<file path="src/rtl/eth_tx_framer_if.sv">
// Byte-stream handshake between the packet sender and the Ethernet transmit framer.
interface eth_tx_framer_if #(
    parameter int unsigned DATA_WIDTH = 8
);
    logic [DATA_WIDTH-1:0] tdata;
    logic                  tvalid;
    logic                  tready;
    logic                  tlast;

    modport master (output tdata, output tvalid, output tlast, input  tready);
    modport slave  (input  tdata, input  tvalid, input  tlast, output tready);
endinterface

</file>
<file path="src/rtl/eth_tx_framer.sv">
// Ethernet TX framer: prepends preamble/SFD, enforces the inter-frame gap and
// flags underrun/oversize frames with tx_er toward a GMII-style byte interface.
module eth_tx_framer #(
    parameter int unsigned DATA_WIDTH      = 8,
    parameter int unsigned PREAMBLE_BYTES  = 7,
    parameter int unsigned IFG_BYTES       = 12,
    parameter int unsigned MAX_FRAME_BYTES = 1518
) (
    input  logic            clk,
    input  logic            rst_n,
    input  logic            frame_req,
    eth_tx_framer_if.slave  s_axis,
    output logic [7:0]      tx_data,
    output logic            tx_en,
    output logic            tx_er,
    output logic            busy,
    output logic [15:0]     frame_count,
    output logic [7:0]      err_count
);
    localparam int unsigned CW = 11;
    localparam int unsigned TW = $clog2(PREAMBLE_BYTES + IFG_BYTES + 1);

    localparam logic [2:0] S_IDLE     = 3'd0;
    localparam logic [2:0] S_PREAMBLE = 3'd1;
    localparam logic [2:0] S_SFD      = 3'd2;
    localparam logic [2:0] S_DATA     = 3'd3;
    localparam logic [2:0] S_DRAIN    = 3'd4;
    localparam logic [2:0] S_IFG      = 3'd5;

    logic [2:0]            state, state_n;
    logic [TW-1:0]         tcnt, tcnt_n;
    logic [CW-1:0]         cnt, cnt_n;
    logic [7:0]            tx_data_n;
    logic                  tx_en_n, tx_er_n;
    logic                  frame_inc, err_inc;
    logic [DATA_WIDTH-1:0] byte_in;

    assign byte_in       = s_axis.tdata;
    assign s_axis.tready = (state == S_SFD) || (state == S_DATA) || (state == S_DRAIN);
    assign busy          = (state != S_IDLE);

    // Next-state and next-pin values; the pins are registered, so each state
    // computes what the PHY sees in the following cycle.
    always_comb begin
        state_n   = state;
        tcnt_n    = tcnt;
        cnt_n     = cnt;
        tx_data_n = 8'h00;
        tx_en_n   = 1'b0;
        tx_er_n   = 1'b0;
        frame_inc = 1'b0;
        err_inc   = 1'b0;
        case (state)
            S_IDLE: begin
                cnt_n  = '0;
                tcnt_n = '0;
                if (frame_req || s_axis.tvalid) begin
                    state_n   = S_PREAMBLE;
                    tx_en_n   = 1'b1;
                    tx_data_n = 8'h55;
                end
            end
            S_PREAMBLE: begin
                cnt_n   = '0;
                tx_en_n = 1'b1;
                if (tcnt == TW'(PREAMBLE_BYTES - 1)) begin
                    tx_data_n = 8'hD5;
                    tcnt_n    = '0;
                    state_n   = S_SFD;
                end else begin
                    tx_data_n = 8'h55;
                    tcnt_n    = tcnt + TW'(1);
                end
            end
            S_SFD, S_DATA: begin
                state_n = S_DATA;
                tx_en_n = 1'b1;
                if (!s_axis.tvalid) begin
                    tx_er_n = 1'b1;
                    err_inc = 1'b1;
                    state_n = S_DRAIN;
                end else begin
                    tx_data_n = 8'(byte_in);
                    if (cnt < CW'(MAX_FRAME_BYTES)) begin
                        cnt_n = cnt + CW'(1);
                        if (s_axis.tlast) begin
                            frame_inc = 1'b1;
                            state_n   = S_IFG;
                        end
                    end else begin
                        tx_er_n = 1'b1;
                        err_inc = 1'b1;
                        state_n = s_axis.tlast ? S_IFG : S_DRAIN;
                    end
                end
            end
            S_DRAIN: begin
                if (s_axis.tvalid && s_axis.tlast) state_n = S_IFG;
            end
            S_IFG: begin
                // Entered while the last byte is still on the pins, hence IFG_BYTES+1 cycles.
                if (tcnt == TW'(IFG_BYTES)) begin
                    tcnt_n = '0;
                    if (frame_req) begin
                        state_n   = S_PREAMBLE;
                        tx_en_n   = 1'b1;
                        tx_data_n = 8'h55;
                    end else begin
                        state_n = S_IDLE;
                    end
                end else begin
                    tcnt_n = tcnt + TW'(1);
                end
            end
            default: state_n = S_IDLE;
        endcase
    end

    always_ff @(posedge clk or negedge rst_n) begin
        if (!rst_n) begin
            state       <= S_IDLE;
            tcnt        <= '0;
            cnt         <= '0;
            tx_data     <= 8'h00;
            tx_en       <= 1'b0;
            tx_er       <= 1'b0;
            frame_count <= 16'h0000;
            err_count   <= 8'h00;
        end else begin
            state   <= state_n;
            tcnt    <= tcnt_n;
            cnt     <= cnt_n;
            tx_data <= tx_data_n;
            tx_en   <= tx_en_n;
            tx_er   <= tx_er_n;
            if (frame_inc) frame_count <= frame_count + 16'd1;
            if (err_inc && (err_count != 8'hFF)) err_count <= err_count + 8'd1;
        end
    end
endmodule

</file>
<file path="src/flat_wrapper.sv">
// flat-port wrapper written by rule: the top's interface ports become plain ports
module eth_tx_framer_flat 
#(
    parameter int unsigned DATA_WIDTH      = 8,
    parameter int unsigned PREAMBLE_BYTES  = 7,
    parameter int unsigned IFG_BYTES       = 12,
    parameter int unsigned MAX_FRAME_BYTES = 1518
)
  (clk, rst_n, frame_req, tx_data, tx_en, tx_er, busy, frame_count, err_count, s_axis_tdata, s_axis_tvalid, s_axis_tlast, s_axis_tready);
  eth_tx_framer_if #(.DATA_WIDTH(DATA_WIDTH)) s_axis_i ();
  input  logic clk;
  input  logic rst_n;
  input  logic frame_req;
  output logic [7:0] tx_data;
  output logic tx_en;
  output logic tx_er;
  output logic busy;
  output logic [15:0] frame_count;
  output logic [7:0] err_count;
  input wire logic [$bits(s_axis_i.tdata)-1:0] s_axis_tdata;
  input wire logic [$bits(s_axis_i.tvalid)-1:0] s_axis_tvalid;
  input wire logic [$bits(s_axis_i.tlast)-1:0] s_axis_tlast;
  output wire logic [$bits(s_axis_i.tready)-1:0] s_axis_tready;
  assign s_axis_i.tdata = s_axis_tdata;
  assign s_axis_i.tvalid = s_axis_tvalid;
  assign s_axis_i.tlast = s_axis_tlast;
  assign s_axis_tready = s_axis_i.tready;
  eth_tx_framer #(.DATA_WIDTH(DATA_WIDTH), .PREAMBLE_BYTES(PREAMBLE_BYTES), .IFG_BYTES(IFG_BYTES), .MAX_FRAME_BYTES(MAX_FRAME_BYTES)) u_core (.clk(clk), .rst_n(rst_n), .frame_req(frame_req), .s_axis(s_axis_i), .tx_data(tx_data), .tx_en(tx_en), .tx_er(tx_er), .busy(busy), .frame_count(frame_count), .err_count(err_count));
endmodule
</file>
<file path="config.mk">
export PLATFORM = sky130hd
export DESIGN_NAME = eth_tx_framer_flat
export DESIGN_NICKNAME = d
export VERILOG_FILES = /design/src/rtl/eth_tx_framer_if.sv /design/src/rtl/eth_tx_framer.sv /design/src/flat_wrapper.sv
export SDC_FILE = /design/constraint.sdc
export NUM_CORES = 1
export LEC_CHECK = 0
export BUFFER_PORTS_ARGS = -buffer_cell sky130_fd_sc_hd__buf_4
export CAP_MARGIN = 40
export CORE_MARGIN = 5
export CORE_UTILIZATION = 55
export CTS_CLUSTER_SIZE = 28
export DETAILED_ROUTE_END_ITERATION = 10
export PLACE_DENSITY = 0.79
export SKIP_LAST_GASP = 1
export SLEW_MARGIN = 10
export SYNTH_ARGS = -nofsm -noshare
export SYNTH_HDL_FRONTEND = slang
export SYNTH_SLANG_ARGS = --single-unit
</file>
<file path="constraint.sdc">
create_clock -name clk -period 2.45 [get_ports clk]
set_input_delay 0.3675 -clock clk [delete_from_list [all_inputs] [get_ports clk]]
set_output_delay 0.3675 -clock clk [all_outputs]
set_load 0.02 [all_outputs]
</file>
Yosys cells after proc, flatten, opt, wreduce, memory -nomap -nowiden:

Cells that the tools add are included.

* register bits after elaboration: 53

* add/sub/neg operators: 4
* order comparisons: 1
* eq/ne operators: 14
* muxes and demuxes: 33
* reduce and logical (&&, ||, !) cells: 14

Operator list (count)
* one-hot mux 8 bit (4 select lines): 1
* 2-to-1 mux 8 bit: 3
* 2-to-1 mux 11 bit: 2
* one-hot mux 11 bit (2 select lines): 1
* 2-to-1 mux 3 bit: 7
* adder 16 x 1 -> 16 bit, second input constant: 1
* one-hot mux 3 bit (5 select lines): 1
* one-hot mux 5 bit (3 select lines): 1
* 2-to-1 mux 7 bit: 2
* 2-to-1 mux 1 bit: 12
* adder 11 x 1 -> 11 bit, second input constant: 1
* less-than comparator 11 bit, second input constant: 1
* 2-to-1 mux 5 bit: 2
* adder 8 x 1 -> 8 bit, second input constant: 1
* != test 2 x 1 -> 1 bit, second input constant: 4
* != test 8 bit, second input constant: 1
* == test 3 x 2 -> 1 bit, second input constant: 2
* == test 3 bit, second input constant: 2
* nonzero test 3 bit: 2
* adder 5 x 1 -> 5 bit, second input constant: 1
* == test 5 x 3 -> 1 bit, second input constant: 1
* == test 5 x 4 -> 1 bit, second input constant: 1
* != test 2 bit, second input constant: 2
* AND reduction 4 bit: 1
* other kinds (9): 13

Longest topological paths before layout:

* depth after elaboration: 5
* mapped depth: 7
* gate-level depth less buffers: 7

Least setup slack after synthesis:

Ideal clock, no wire load.

* path kind: register to register
* start: register u_core.tcnt[0]
* end: register u_core.tcnt[4]
* arrival time: 1797 ps
* required time: 2329 ps
* path slack: 532 ps
* stages on the path, launching flop included: 8
* buffers on the path: 0
* cell sequence: dfrtp_1 > inv_1 > ha_1 > or3b_2 > a21boi_0 > nor3_1 > a21o_1 > a22o_1

* word-level cells in the longest chain between the ends: 3

RTL lines
* from (decl): line eth_tx_framer.sv:31 `logic [TW-1:0] tcnt, tcnt_n;`
* from (signal assigned): line eth_tx_framer.sv:131 `tcnt <= tcnt_n;`
* adder 5 x 1 -> 5 bit, or another cell as far along: line eth_tx_framer.sv:72, eth_tx_framer.sv:112
* 2-to-1 mux 5 bit, on equally long branches: line eth_tx_framer.sv:102, eth_tx_framer.sv:66
* one-hot mux 5 bit (3 select lines) (*): line eth_tx_framer.sv:53 `case (state)`

Mark *: on every way between the ends. The rest lies on a longest branch, timed or not.
A chain may end at the register's enable or synchronous reset.

Worst setup path in the final report:

* start: register u_core.cnt[3]
* end: register u_core.frame_count[12]

* word-level cells in the longest chain between the ends: 4

RTL lines
* from (decl): line eth_tx_framer.sv:32 `logic [CW-1:0] cnt, cnt_n;`
* from (signal assigned): line eth_tx_framer.sv:132 `cnt <= cnt_n;`
* less-than comparator 11 bit: line eth_tx_framer.sv:84 `if (cnt < CW'(MAX_FRAME_BYTES)) begin`
* 2-to-1 mux 1 bit: line eth_tx_framer.sv:84
* 2-to-1 mux 1 bit: line eth_tx_framer.sv:78 `if (!s_axis.tvalid) begin`
* 2-to-1 mux 1 bit: line eth_tx_framer.sv:53
* to (signal assigned): line eth_tx_framer.sv:136 `if (frame_inc) frame_count <= frame_count + 16'd1;`
* to (decl): line eth_tx_framer.sv:17 `output logic [15:0] frame_count,`

Every way passes these cells.

==> reports/qor.txt <==
Pin count of the biggest net entering global routing - 54
Full die area - 0.00647 mm2
Sink Count - 53
Worst min-delay path class - primary input to asynchronous set/reset pin
Pins over their slew limit - 0
Site Rows - 25
Number of distinct library cell variants in the gate-level netlist after synthesis - 49
Critical path capture point type - register
Worst setup slack for register-to-register paths - 0.25 ns
Library cell with the highest instance count after synthesis - sky130_fd_sc_hd__dfrtp_1
Cell types with the largest area share after synthesis - sky130_fd_sc_hd__dfrtp_1 49%, sky130_fd_sc_hd__xor2_1 5.8%, sky130_fd_sc_hd__nand2_1 2.9%
Routed len/inst - 14.8 um
Worst setup path start - u_core.cnt[3]
Type of element launching the critical path - register
Share of the synthesized area in the top cell type - 48.6%
Skew final - 0.00697 ns
Inserted Diodes - 0
Most used flip-flop cell after synthesis - sky130_fd_sc_hd__dfrtp_1
CTS H-tree depth - 2
Logic depth of the worst register-to-register path - 5
Seq cells post-synth - 53
CTS buffer count - 5
Quantity of gates resized following cts - 0
Post-Syn Instances - 260
Number of warnings reported in the yosys synthesis log - 0
First drt pass iteration count - 5
Number of I/O pins - 49
Starting DRT DRC Count - 103
Final total negative setup slack - 0 ns
Via-per-instance ratio - 5.54
Worst-case headroom to the max-slew limit - 41.8%
Total wire length - 5.64 mm
Number of flops mapped to enable cells by yosys - 0
Number of hold buffers added after cts - 0
Ys async rst share - 100%
Final hold violations - 0
IR Drop Worst-Case VDD - 601 uV
Worst-case clock buffer depth - 2
Total Power Consumption - 2.29 mW
Post-CTS setup buffers - 0
Data required time of the worst path - 2.68 ns
Synth-to-Final Area Change - 19.4%
Biggest fanout along the worst timing path - 12
Worst-Margin Slew - 0.867 ns
DRC violations left - 0
First-pass GRT wire length - 9.89 mm
Worst-Skew Late Latency - 0.31 ns
Endpoint of the worst setup timing path - u_core.frame_count[12]
Number of global-route vias before repair - 2085
Reported leakage power - 1.60 nW
Core Box Area - 0.00479 mm2
Worst EP arrival - 2.44 ns
Pwr/cell area - 703 mW/mm2
Startpoint of the worst-slack reg-to-reg timing path - u_core.cnt[3]
Final weighted congestion in routability-driven placement - 0.841
Synth Cell Area - 0.00273 mm2
Remaining antenna violation count after routing - 0
Achievable Freq - 0.454 GHz
Detail Placement HPWL - 4.18 mm
Crit share post-route - 90.0%
Port Buffers - 48
Area leader, netlist - sky130_fd_sc_hd__dfrtp_1
Endpoints failing setup - 0
Most numerous cell types in the synthesized netlist - 53 x sky130_fd_sc_hd__dfrtp_1, 21 x sky130_fd_sc_hd__nand2_1, 18 x sky130_fd_sc_hd__xor2_1
Avg Inst Size Synth - 10.5 um2
Fraction of final layout cells with drive strength greater than 1 - 25.2%
Final net count - 331
Status - complete, no violations
CTS tree - yes
Die Y-Extent - 80.5 um
Horizontal extent of the die - 80.5 um
Clock period minus worst slack - 2.20 ns
Reported max-cap violation count - 0
GR Util All Layers - 19.6%
Total vias in the final route - 2107
Critical setup path kind - register to register
End of the worst register-to-register path - u_core.frame_count[12]
Synthesized netlist net count - 279
Clock root buffer - sky130_fd_sc_hd__clkbuf_8
Initial cell density of the core - 57.0%
Initial antenna violation count - 0
Number of fill cells - 375
Grt ovf - 0
Clock slew at the register clock pins of the worst setup and hold paths - 0.09 ns
Sequential share of the synthesized area - 48.6%
Setup repair after global routing missed its margin - false
per-layer routing:
| layer | track usage [%] | vias to the layer above | wire length [um] |
|---|---|---|---|
| met2 | 32.7 | 36 | 2830 |
| met1 | 25.4 | 1025 | 2540 |
| li1 | - | 1040 | - |
| met5 | 0 | - | 0 |
| met4 | 6.08 | 0 | 72 |
| met3 | 4.26 | 6 | 192 |
power breakdown:
group / switching (mW) / leakage [nW] / total (mW) / internal [mW]
Combinational: 0.401 / 0.855 / 0.711 / 0.310
Sequential: 0.117 / 0.696 / 1.11 / 0.989
Clock: 0.277 / 0.0439 / 0.475 / 0.198
cell usage in the layout, fill, tap and decap left out, types with 7 or more instances in the layout:
cell type                 count
sky130_fd_sc_hd__o21ai_0      9
sky130_fd_sc_hd__nor2_1      17
sky130_fd_sc_hd__and3_1       9
sky130_fd_sc_hd__a21o_1       8
sky130_fd_sc_hd__dfrtp_1     53
sky130_fd_sc_hd__nand2_1     21
sky130_fd_sc_hd__xor2_1      18
sky130_fd_sc_hd__xnor2_1      7
sky130_fd_sc_hd__buf_4       53
sky130_fd_sc_hd__nand4_1      9
sky130_fd_sc_hd__inv_1        9
sky130_fd_sc_hd__nand3_1     15
per-stage QoR:
| step | hold WS [ns] | setup slack (ns) | utilization, % | cells | area (um2) |
|---|---|---|---|---|---|
| 2_1_floorplan | 0.0719 | 0.532 | - | 260 | 2730 |
| 3_3_place_gp | 0.447 | 0.351 | 66.3 | 372 | 3170 |
| 3_5_place_dp | 0.442 | 0.278 | 66.3 | 372 | 3170 |
| 4_1_cts | 0.101 | 0.238 | 68.1 | 380 | 3260 |
| 5_1_grt | 0.140 | 0.0766 | 68.1 | 380 | 3260 |
| 6_report | 0.0859 | 0.246 | 68.1 | 380 | 3260 |
worst min-delay path by stage:
stage / from / endpoint / slack (ns) / cells past startpoint
after global routing: rst_n / u_core.frame_count[10] / 0.14 / 1
final: rst_n / u_core.frame_count[10] / 0.09 / 1
after global placement: rst_n / u_core.frame_count[11] / 0.45 / 1
after CTS: rst_n / u_core.frame_count[5] / 0.10 / 1
after detailed placement: rst_n / u_core.frame_count[10] / 0.44 / 1
after floorplan: rst_n / u_core.cnt[0] / 0.07 / 0
cell families after synthesis:
group | after synthesis | share of synthesized area, %
simple gates | 108 | 23.3
compound gates | 45 | 12.3
flops | 53 | 48.6
fa+ha+maj | 6 | 2.75
buf+inv | 17 | 2.61
xor+xnor | 25 | 8.02
mux | 6 | 2.43
final cells by class:
| type | instances | area [um2] | share of cell area, % |
|---|---|---|---|
| inverters | 9 | 33.8 | 1.04 |
| flip-flops and latches | 53 | 1330 | 40.7 |
| multi-input cells | 190 | 1330 | 40.9 |
| clock inverters | 3 | 17.5 | 0.537 |
| well taps | 67 | 83.8 | 2.57 |
| repair buffers | 53 | 398 | 12.2 |
| clock buffers | 5 | 68.8 | 2.11 |
flip-flops by register name, summed over array words and instances, names as in the netlist:
signal / flops
u_core.tcnt: 5
u_core.tx_data: 8
u_core.tx_er: 1
u_core.tx_en: 1
u_core.state: 3
u_core.frame_count: 16
u_core.cnt: 11
u_core.err_count: 8
critical path: stages (launching register included):
cell and delay [ns]:
sky130_fd_sc_hd__dfrtp_1 0.42, sky130_fd_sc_hd__and4b_1 0.25, sky130_fd_sc_hd__a311oi_4 0.51, sky130_fd_sc_hd__o21ai_2 0.30, sky130_fd_sc_hd__nor4b_1 0.46, sky130_fd_sc_hd__xor2_1 0.18
(Power assumes the default switching activity.)
